**config.mk**
```make
export PLATFORM = sky130hd
export DESIGN_NAME = wb_arbiter_flat
export DESIGN_NICKNAME = d
export VERILOG_FILES = /design/src/rtl/wb_arbiter_if.sv /design/src/rtl/wb_arbiter.sv /design/src/flat_wrapper.sv
export SDC_FILE = /design/constraint.sdc
export NUM_CORES = 1
export LEC_CHECK = 0
export CELL_PAD_IN_SITES_DETAIL_PLACEMENT = 1
export CELL_PAD_IN_SITES_GLOBAL_PLACEMENT = 2
export CORE_UTILIZATION = 41
export DETAILED_ROUTE_END_ITERATION = 10
export HOLD_SLACK_MARGIN = 0.12
export PLACE_DENSITY_LB_ADDON = 0.05
export SYNTH_ARGS = -nofsm -noshare
export SYNTH_HDL_FRONTEND = slang
export SYNTH_SLANG_ARGS = --single-unit
```
**constraint.sdc**
```tcl
create_clock -name clk -period 4.4 [get_ports clk]
set_input_delay 0.44 -clock clk [delete_from_list [all_inputs] [get_ports clk]]
set_output_delay 0.44 -clock clk [all_outputs]
set_load 0.01 [all_outputs]
```
**src/rtl/wb_arbiter_if.sv**
```systemverilog
// Bus bundle between the register-file write-side arbiter and its neighbours.
// Forwarding signals exist only when WB_BYPASS_EN is defined.
interface wb_arbiter_if #(
  parameter int ADDRESS_WIDTH = 5,
  parameter int DATA_WIDTH    = 32,
  parameter int DEPTH         = 4
);
  logic                       p_we;
  logic [ADDRESS_WIDTH-1:0]   p_rd;
  logic [DATA_WIDTH-1:0]      p_wd;
  logic                       l_valid;
  logic                       l_ready;
  logic [ADDRESS_WIDTH-1:0]   l_rd;
  logic [DATA_WIDTH-1:0]      l_wd;
  logic                       iss_valid;
  logic [ADDRESS_WIDTH-1:0]   iss_rd;
  logic [ADDRESS_WIDTH-1:0]   ad1;
  logic [ADDRESS_WIDTH-1:0]   ad2;
  logic                       haz1;
  logic                       haz2;
  logic [ADDRESS_WIDTH-1:0]   ad3;
  logic                       we3;
  logic [DATA_WIDTH-1:0]      wd3;
  logic [$clog2(DEPTH):0]     fifo_count;
  logic                       sb_err;
`ifdef WB_BYPASS_EN
  logic                       fwd1_valid;
  logic                       fwd2_valid;
  logic [DATA_WIDTH-1:0]      fwd1_data;
  logic [DATA_WIDTH-1:0]      fwd2_data;
`endif

  modport slave (
    input  p_we, p_rd, p_wd, l_valid, l_rd, l_wd, iss_valid, iss_rd, ad1, ad2,
`ifdef WB_BYPASS_EN
    output fwd1_valid, fwd2_valid, fwd1_data, fwd2_data,
`endif
    output l_ready, haz1, haz2, ad3, we3, wd3, fifo_count, sb_err
  );

  modport master (
    output p_we, p_rd, p_wd, l_valid, l_rd, l_wd, iss_valid, iss_rd, ad1, ad2,
`ifdef WB_BYPASS_EN
    input  fwd1_valid, fwd2_valid, fwd1_data, fwd2_data,
`endif
    input  l_ready, haz1, haz2, ad3, we3, wd3, fifo_count, sb_err
  );
endinterface

```
**src/rtl/wb_arbiter.sv**
```systemverilog
// Register-file write-port arbiter: pipeline writeback over a long-latency result FIFO,
// plus a pending-write scoreboard. Define WB_BYPASS_EN to add decode forwarding outputs.
module wb_arbiter #(
  parameter int ADDRESS_WIDTH = 5,
  parameter int DATA_WIDTH    = 32,
  parameter int DEPTH         = 4
) (
  input  logic        clk,
  input  logic        rst_n,
  wb_arbiter_if.slave bus
);
  localparam int PW   = $clog2(DEPTH);
  localparam int CW   = PW + 1;
  localparam int NREG = 2 ** ADDRESS_WIDTH;

  logic [ADDRESS_WIDTH-1:0] fifo_rd [DEPTH];
  logic [DATA_WIDTH-1:0]    fifo_wd [DEPTH];
  logic [PW-1:0]            rd_ptr;
  logic [PW-1:0]            wr_ptr;
  logic [CW-1:0]            count;
  logic [NREG-1:0]          pending;
  logic [NREG-1:0]          pending_nxt;

  logic                     sel_pipe;
  logic                     pop;
  logic                     push;
  logic                     sb_set;
  logic                     sb_clr;
  logic [ADDRESS_WIDTH-1:0] head_rd;
  logic [DATA_WIDTH-1:0]    head_wd;

  logic [ADDRESS_WIDTH-1:0] ad3_q;
  logic                     we3_q;
  logic [DATA_WIDTH-1:0]    wd3_q;
  logic                     sb_err_q;

  assign head_rd  = fifo_rd[rd_ptr];
  assign head_wd  = fifo_wd[rd_ptr];

  // A pipeline write to x0 is discarded, so it leaves the port free for the FIFO.
  assign sel_pipe = bus.p_we && (bus.p_rd != '0);
  assign pop      = !sel_pipe && (count != '0);

  // Pop is resolved first, so a full FIFO still takes a result on a draining cycle.
  assign bus.l_ready = rst_n && ((count < CW'(DEPTH)) || pop);
  assign push        = bus.l_valid && bus.l_ready;

  assign sb_set = bus.iss_valid && (bus.iss_rd != '0);
  assign sb_clr = pop && (head_rd != '0);

  always_comb begin
    pending_nxt = pending;
    if (sb_clr) pending_nxt[head_rd] = 1'b0;
    if (sb_set) pending_nxt[bus.iss_rd] = 1'b1;
    pending_nxt[0] = 1'b0;
  end

  always_ff @(posedge clk) begin
    if (!rst_n) begin
      rd_ptr   <= '0;
      wr_ptr   <= '0;
      count    <= '0;
      pending  <= '0;
      sb_err_q <= 1'b0;
      we3_q    <= 1'b0;
      ad3_q    <= '0;
      wd3_q    <= '0;
    end else begin
      if (push) begin
        fifo_rd[wr_ptr] <= bus.l_rd;
        fifo_wd[wr_ptr] <= bus.l_wd;
        wr_ptr          <= wr_ptr + PW'(1);
      end
      if (pop) rd_ptr <= rd_ptr + PW'(1);
      count <= count + CW'(push) - CW'(pop);

      pending <= pending_nxt;
      if (sb_set && pending[bus.iss_rd]) sb_err_q <= 1'b1;

      if (sel_pipe) begin
        we3_q <= 1'b1;
        ad3_q <= bus.p_rd;
        wd3_q <= bus.p_wd;
      end else if (sb_clr) begin
        we3_q <= 1'b1;
        ad3_q <= head_rd;
        wd3_q <= head_wd;
      end else begin
        we3_q <= 1'b0;
      end
    end
  end

  assign bus.ad3        = ad3_q;
  assign bus.we3        = we3_q;
  assign bus.wd3        = wd3_q;
  assign bus.sb_err     = sb_err_q;
  assign bus.fifo_count = count;

`ifdef WB_BYPASS_EN
  logic fifo_src;

  always_ff @(posedge clk) begin
    if (!rst_n) fifo_src <= 1'b0;
    else        fifo_src <= !sel_pipe && sb_clr;
  end

  assign bus.fwd1_valid = we3_q && (ad3_q == bus.ad1) && (bus.ad1 != '0);
  assign bus.fwd2_valid = we3_q && (ad3_q == bus.ad2) && (bus.ad2 != '0);
  assign bus.fwd1_data  = wd3_q;
  assign bus.fwd2_data  = wd3_q;

  // The in-flight FIFO write already carries the value decode is waiting on.
  assign bus.haz1 = (bus.ad1 != '0) && pending[bus.ad1] && !(bus.fwd1_valid && fifo_src);
  assign bus.haz2 = (bus.ad2 != '0) && pending[bus.ad2] && !(bus.fwd2_valid && fifo_src);
`else
  assign bus.haz1 = (bus.ad1 != '0) && pending[bus.ad1];
  assign bus.haz2 = (bus.ad2 != '0) && pending[bus.ad2];
`endif
endmodule

```
**src/flat_wrapper.sv**
```systemverilog
// flat-port wrapper written by rule: the top's interface ports become plain ports
module wb_arbiter_flat 
#(
  parameter int ADDRESS_WIDTH = 5,
  parameter int DATA_WIDTH    = 32,
  parameter int DEPTH         = 4
)
  (clk, rst_n, bus_p_we, bus_p_rd, bus_p_wd, bus_l_valid, bus_l_rd, bus_l_wd, bus_iss_valid, bus_iss_rd, bus_ad1, bus_ad2, bus_l_ready, bus_haz1, bus_haz2, bus_ad3, bus_we3, bus_wd3, bus_fifo_count, bus_sb_err);
  wb_arbiter_if #(.ADDRESS_WIDTH(ADDRESS_WIDTH), .DATA_WIDTH(DATA_WIDTH), .DEPTH(DEPTH)) bus_i ();
  input  logic clk;
  input  logic rst_n;
  input wire logic [$bits(bus_i.p_we)-1:0] bus_p_we;
  input wire logic [$bits(bus_i.p_rd)-1:0] bus_p_rd;
  input wire logic [$bits(bus_i.p_wd)-1:0] bus_p_wd;
  input wire logic [$bits(bus_i.l_valid)-1:0] bus_l_valid;
  input wire logic [$bits(bus_i.l_rd)-1:0] bus_l_rd;
  input wire logic [$bits(bus_i.l_wd)-1:0] bus_l_wd;
  input wire logic [$bits(bus_i.iss_valid)-1:0] bus_iss_valid;
  input wire logic [$bits(bus_i.iss_rd)-1:0] bus_iss_rd;
  input wire logic [$bits(bus_i.ad1)-1:0] bus_ad1;
  input wire logic [$bits(bus_i.ad2)-1:0] bus_ad2;
  output wire logic [$bits(bus_i.l_ready)-1:0] bus_l_ready;
  output wire logic [$bits(bus_i.haz1)-1:0] bus_haz1;
  output wire logic [$bits(bus_i.haz2)-1:0] bus_haz2;
  output wire logic [$bits(bus_i.ad3)-1:0] bus_ad3;
  output wire logic [$bits(bus_i.we3)-1:0] bus_we3;
  output wire logic [$bits(bus_i.wd3)-1:0] bus_wd3;
  output wire logic [$bits(bus_i.fifo_count)-1:0] bus_fifo_count;
  output wire logic [$bits(bus_i.sb_err)-1:0] bus_sb_err;
  assign bus_i.p_we = bus_p_we;
  assign bus_i.p_rd = bus_p_rd;
  assign bus_i.p_wd = bus_p_wd;
  assign bus_i.l_valid = bus_l_valid;
  assign bus_i.l_rd = bus_l_rd;
  assign bus_i.l_wd = bus_l_wd;
  assign bus_i.iss_valid = bus_iss_valid;
  assign bus_i.iss_rd = bus_iss_rd;
  assign bus_i.ad1 = bus_ad1;
  assign bus_i.ad2 = bus_ad2;
  assign bus_l_ready = bus_i.l_ready;
  assign bus_haz1 = bus_i.haz1;
  assign bus_haz2 = bus_i.haz2;
  assign bus_ad3 = bus_i.ad3;
  assign bus_we3 = bus_i.we3;
  assign bus_wd3 = bus_i.wd3;
  assign bus_fifo_count = bus_i.fifo_count;
  assign bus_sb_err = bus_i.sb_err;
  wb_arbiter #(.ADDRESS_WIDTH(ADDRESS_WIDTH), .DATA_WIDTH(DATA_WIDTH), .DEPTH(DEPTH)) u_core (.clk(clk), .rst_n(rst_n), .bus(bus_i));
endmodule
```
Word-level counts from Yosys, hierarchy flattened
Memories as Yosys holds them, arrays and structs flattened. A register that Yosys moved wholly into a read port is not among the register bits.
Cells that the tools add are included.

cells by class
  $add $sub $neg = 4
  $lt $le $gt $ge = 7
  multiplexer cells = 25
  bitwise logic cells = 3
  reductions and logical operators = 20

operators with widths
  operator                                                    count
  2-to-1 mux 32 bit                                           4
  AND 32 bit                                                  1
  inverter 32 bit                                             1
  bitwise OR 32 bit                                           1
  nonzero test 5 bit                                          5
  less-than comparator 5 x 6 -> 1 bit, second input constant  4
  binary-select mux 1 bit (select 5 bit)                      3
  logical AND 1 bit                                           11
  demux 1 bit (select 5 bit)                                  2
  >= comparator 5 x 1 -> 1 bit, second input constant         2
  2-to-1 mux 1 bit                                            10
  2-to-1 mux 5 bit                                            2
  2-to-1 mux 2 bit                                            4
  adder 2 x 1 -> 2 bit, second input constant                 2
  adder 3 x 1 -> 3 bit                                        1
  less-than comparator 3 bit, second input constant           1
  nonzero test 3 bit                                          1
  subtractor 3 x 1 -> 3 bit                                   1
  nonzero test 2 bit                                          1
  zero test 1 bit                                             1
  logical OR 1 bit                                            1

word-level totals
  register bits = 78
  RAM bits = 148
  input port bits = 94
  output and inout port bits = 45
  memories kept = 2

memories
  memory          words  bits a word  read ports  clocked after Yosys merged registers in  write ports  line              source
  u_core.fifo_wd  4      32           1           1                                        1            wb_arbiter.sv:17  logic [DATA_WIDTH-1:0] fifo_wd [DEPTH];
  u_core.fifo_rd  4      5            1           1                                        1            wb_arbiter.sv:16  logic [ADDRESS_WIDTH-1:0] fifo_rd [DEPTH];

Logic depth before layout (Yosys ltp)
  depth in word-level cells = 10
  gate-level depth with buffers = 12
  mapped depth without buffers = 11

Worst setup path before layout
No wires, ideal clock.

  kind = input to register
  from = input port bus_p_rd[3]
  to = memory u_core.fifo_rd[0][0], enable pin
  library setup time = 0.398 ns
  data arrival time = 2.742 ns
  path slack = 1.260 ns
  stages on the path = 6
  buffers on the path = 2
  cells stage by stage = or3_1 clkbuf_1 o21a_1 clkbuf_1 a211oi_2 and2_1

between the ends
  longest elaborated chain between the ends = 10

RTL lines
  what                                    line                source
  start: declaration                      flat_wrapper.sv:13  input wire logic [$bits(bus_i.p_rd)-1:0] bus_p_rd;
  nonzero test 5 bit                      wb_arbiter.sv:41    assign sel_pipe = bus.p_we && (bus.p_rd != '0);
  logical AND 1 bit                       wb_arbiter.sv:41
  zero test 1 bit                         wb_arbiter.sv:42    assign pop = !sel_pipe && (count != '0);
  logical AND 1 bit                       wb_arbiter.sv:42
  logical OR 1 bit                        wb_arbiter.sv:45    assign bus.l_ready = rst_n && ((count < CW'(DEPTH)) || pop);
  logical AND 1 bit                       wb_arbiter.sv:45
  logical AND 1 bit                       wb_arbiter.sv:46    assign push = bus.l_valid && bus.l_ready;
  2-to-1 mux 1 bit                        wb_arbiter.sv:69    if (push) begin
  2-to-1 mux 1 bit                        wb_arbiter.sv:59    if (!rst_n) begin
  2-to-1 mux 1 bit (implied by the code)  wb_arbiter.sv:70    fifo_rd[wr_ptr] <= bus.l_rd;
  end: declaration                        wb_arbiter.sv:16

Every way passes these cells.

Final worst setup path
  from = input port bus_ad2[0]
  to = output port bus_haz2

between the ends
  longest elaborated chain between the ends = 3

RTL lines
  what                                    line                source
  start: declaration                      flat_wrapper.sv:21  input wire logic [$bits(bus_i.ad2)-1:0] bus_ad2;
  binary-select mux 1 bit (select 5 bit)  wb_arbiter.sv:118   assign bus.haz2 = (bus.ad2 != '0) && pending[bus.ad2];
  2-to-1 mux 1 bit (implied by the code)  wb_arbiter.sv:118
  logical AND 1 bit *                     wb_arbiter.sv:118
  end: declaration                        flat_wrapper.sv:24  output wire logic [$bits(bus_i.haz2)-1:0] bus_haz2;

Mark *: on every way between the ends. The rest lies on a longest branch, timed or not. The select of a mux whose other input is x is not followed.

==> out/results.txt <==
run status: finished, final reports clean
type of the setup path with the least slack: primary input to primary output
dominant cell type by area after synthesis: edfxtp_1
number of global-route vias before repair: 9,328
number of enable-type register cells in the synthesized netlist: 148
critical path data arrival time: 3.07 ns
data required time of the critical path: 3.96 ns
cell with the most instances after synthesis: edfxtp_1
clock root buffer: clkbuf_16
Final Hold Viols: 0
core occupancy in the finished layout: 51.0%
number of warnings printed during yosys synthesis: 0
Setup TNS Final: 0 ns
I/O pin count: 139
Clk network pwr share: 32.6%
Critical Path Source: bus_ad2[0]
pin count of the biggest net entering global routing: 82
H-Tree Level Count: 1
TritonCTS clock tree: done
highest fanout seen on the critical path: 9
Worst Skew: 0.0263 ns
buffers inserted during post-CTS setup optimization: 0
normalized max-slew margin: 18.9%
clock-pin transition on the worst setup and hold timing paths: 0.06 ns
top post-synthesis cells by count: 148 x edfxtp_1, 79 x dfxtp_1, 76 x clkbuf_1, 71 x nand4_1, 62 x o21ai_0
Final HPWL DP: 23,200 µm
Psw: 2.14 mW
sequential area share after synthesis: 54.0%
number of setup violations in the final report: 0
WL/cell: 26.5 µm
clock tree sinks: 227
CORE AREA: 26,800 µm²
unrepaired setup endpoints after global routing: false
Die W: 167 µm
cell-internal power: 4.60 mW
critical path startpoint category: primary input
global-route usage over all layers: 25.9%
Routability Congestion: 0.848
total via count after detailed routing: 8,750
share of total power in sequential cells: 40.3%
wirelength, routed: 35,900 µm
class of the tightest hold or removal check: primary input to flop
min Tclk post-route: 3.51 ns
ANT nets after route: 0
routed vias/inst: 6.47
Post-Syn Area per Cell: 12.5 µm²
Final Slew Violations: 0
drt first-iter violations: 674
Power per Cell Area: 493 nW/µm²
number of buffers on the longest clock path: 3
post-synthesis cell count: 895
detailed-route DRC error count: 0
area enclosed by the die boundary: 27,900 µm²
clock latency on the worst-skew pair: 0.55 ns
P&R area growth vs syn: 22.6%
antenna violations before repair: 1
distinct cell type count after synthesis: 51
first-pass GRT wire length: 55,600 µm
flip-flop cell with the highest count after synthesis: edfxtp_1
netlist area before placement: 11,200 µm²
starting density of the core: 41.6%
post-cts resize count: 0
Nets: 1,093
die outline height: 167 µm
Yosys reg bits: 227
post-synthesis net count: 996
number of placement rows: 60
fraction of power spent switching nets: 31.8%
residual overflow from global routing: 0
startpoint of the worst hold path: rst_n
fill cell total of the finished layout: 2,726
total CTS buffers: 25
category of the worst setup path capture point: primary output
Max-Cap Viols: 0
minimum setup slack among reg-to-reg paths: 1.25 ns
fin crit share: 79.7%
number of buffers added on ports: 138
hold buffer count at CTS: 0
total leakage power: 4.30 nW
share of Yosys cell area claimed by the top area cell type: 39.8%
Peak supply drop: 365 µV
Post-synth ARST share: 0%
fraction of layout instances using a drive strength above 1: 15.5%
Pre-antenna DRT Iters: 6
slew of the pin with the lowest slew margin: 1.22 ns
largest cells by area after synthesis: edfxtp_1 40%, dfxtp_1 14%, mux4_2 11%
combinational fraction of design power: 27.0%
maximum operating frequency: 0.285 GHz
[layer usage]
layer	share of wire, %	track usage, %	wire (µm)
met1	42	33.1	14900
met2	51	45.3	18300
met3	4.7	3.16	1710
met4	2.7	8.82	959
met5	0	0	0
[critical path: stages]
cell and delay [ns]:
clkdlybuf4s50_1 0.83, mux4_2 0.58, mux4_2 0.47, mux2_2 0.27, clkdlybuf4s50_1 0.47
[cell usage in the layout (no fill, tap or decap), drive strengths merged, types with 3 or more instances in the layout]
cell type	instances
a21oi	8
a31oi	5
and2	6
buf	24
bufinv	4
clkbuf	32
clkdlybuf4s50	137
clkinv	5
clkinvlp	3
dfxtp	79
edfxtp	148
ha	6
inv	14
mux2	3
mux2i	23
mux4	56
nand2	45
nand3	4
nand3b	7
nand4	71
nor2	20
nor2b	36
nor3	39
o2111ai	36
o211ai	40
o21ai	63
o22ai	5
o311ai	24
or3	5
or3b	3
or4	37
[state kept, by name, summed over array words and instances (netlist names), named ones only]
signal	cells
u_core.fifo_wd	128
u_core.bus.wd3	32
u_core.pending	31
u_core.fifo_rd	20
u_core.bus.ad3	5
u_core.bus.fifo_count	3
u_core.rd_ptr	2
u_core.wr_ptr	2
u_core.bus.sb_err	1
u_core.bus.we3	1
[cells by family (layout without fill, tap and decap cells)]
group	after synthesis	count (layout)	synth area share, %
flops	227	227	54.0
buf+inv	103	219	3.77
simple gates	280	280	14.5
xor+xnor	3	3	0.235
mux	82	82	13.7
other cells	0	1	0
compound gates	193	193	12.9
fa+ha+maj	7	7	0.852
[worst paths after layout]
| path | endpoint | depth (start not counted) |
|---|---|---|
| worst max register to register | u_core.pending[28]$_SDFF_PN0_ | 5 |
| worst min-delay path | u_core.bus.fifo_count[2]$_SDFF_PN0_ | 3 |
| worst max-delay path | bus_haz2 | 5 |
| worst min register to register | u_core.bus.wd3[12]$_SDFFE_PN0P_ | 2 |
[metrics by stage]
step	instances	power [mW]	area, µm²	worst slack [ns]	hold WS, ns
3_5_place_dp	1306	4.58	12800	0.875	0.489
6_report	1353	6.74	13700	0.895	0.354
5_1_grt	1353	7.01	13700	0.796	0.397
4_1_cts	1352	6.79	13700	0.869	0.350
2_1_floorplan	895	3.72	11200	1.26	0.460
3_3_place_gp	1306	4.52	12800	0.924	0.473
[final cells by class]
| type | instances | area, µm² | area share, % |
|---|---|---|---|
| antenna | 1 | 2.50 | 0.0183 |
| inverter | 12 | 45.0 | 0.329 |
| timing repair buffer | 161 | 1580 | 11.5 |
| sequential | 227 | 6030 | 44.1 |
| multi-input combinational | 565 | 4740 | 34.7 |
| clock buffer | 32 | 662 | 4.84 |
| clock inverter | 14 | 193 | 1.41 |
| tap | 341 | 427 | 3.12 |
[power by group through the flow]
stage	logic (mW)	registers (mW)	clock network, mW
floorplan	0.998	2.72	0
global placement	1.78	2.74	0
detailed placement	1.82	2.76	0
CTS	1.83	2.72	2.24
global route	1.95	2.75	2.31
finish	1.82	2.72	2.20
Note: power is estimated with default switching activity, not from simulation.
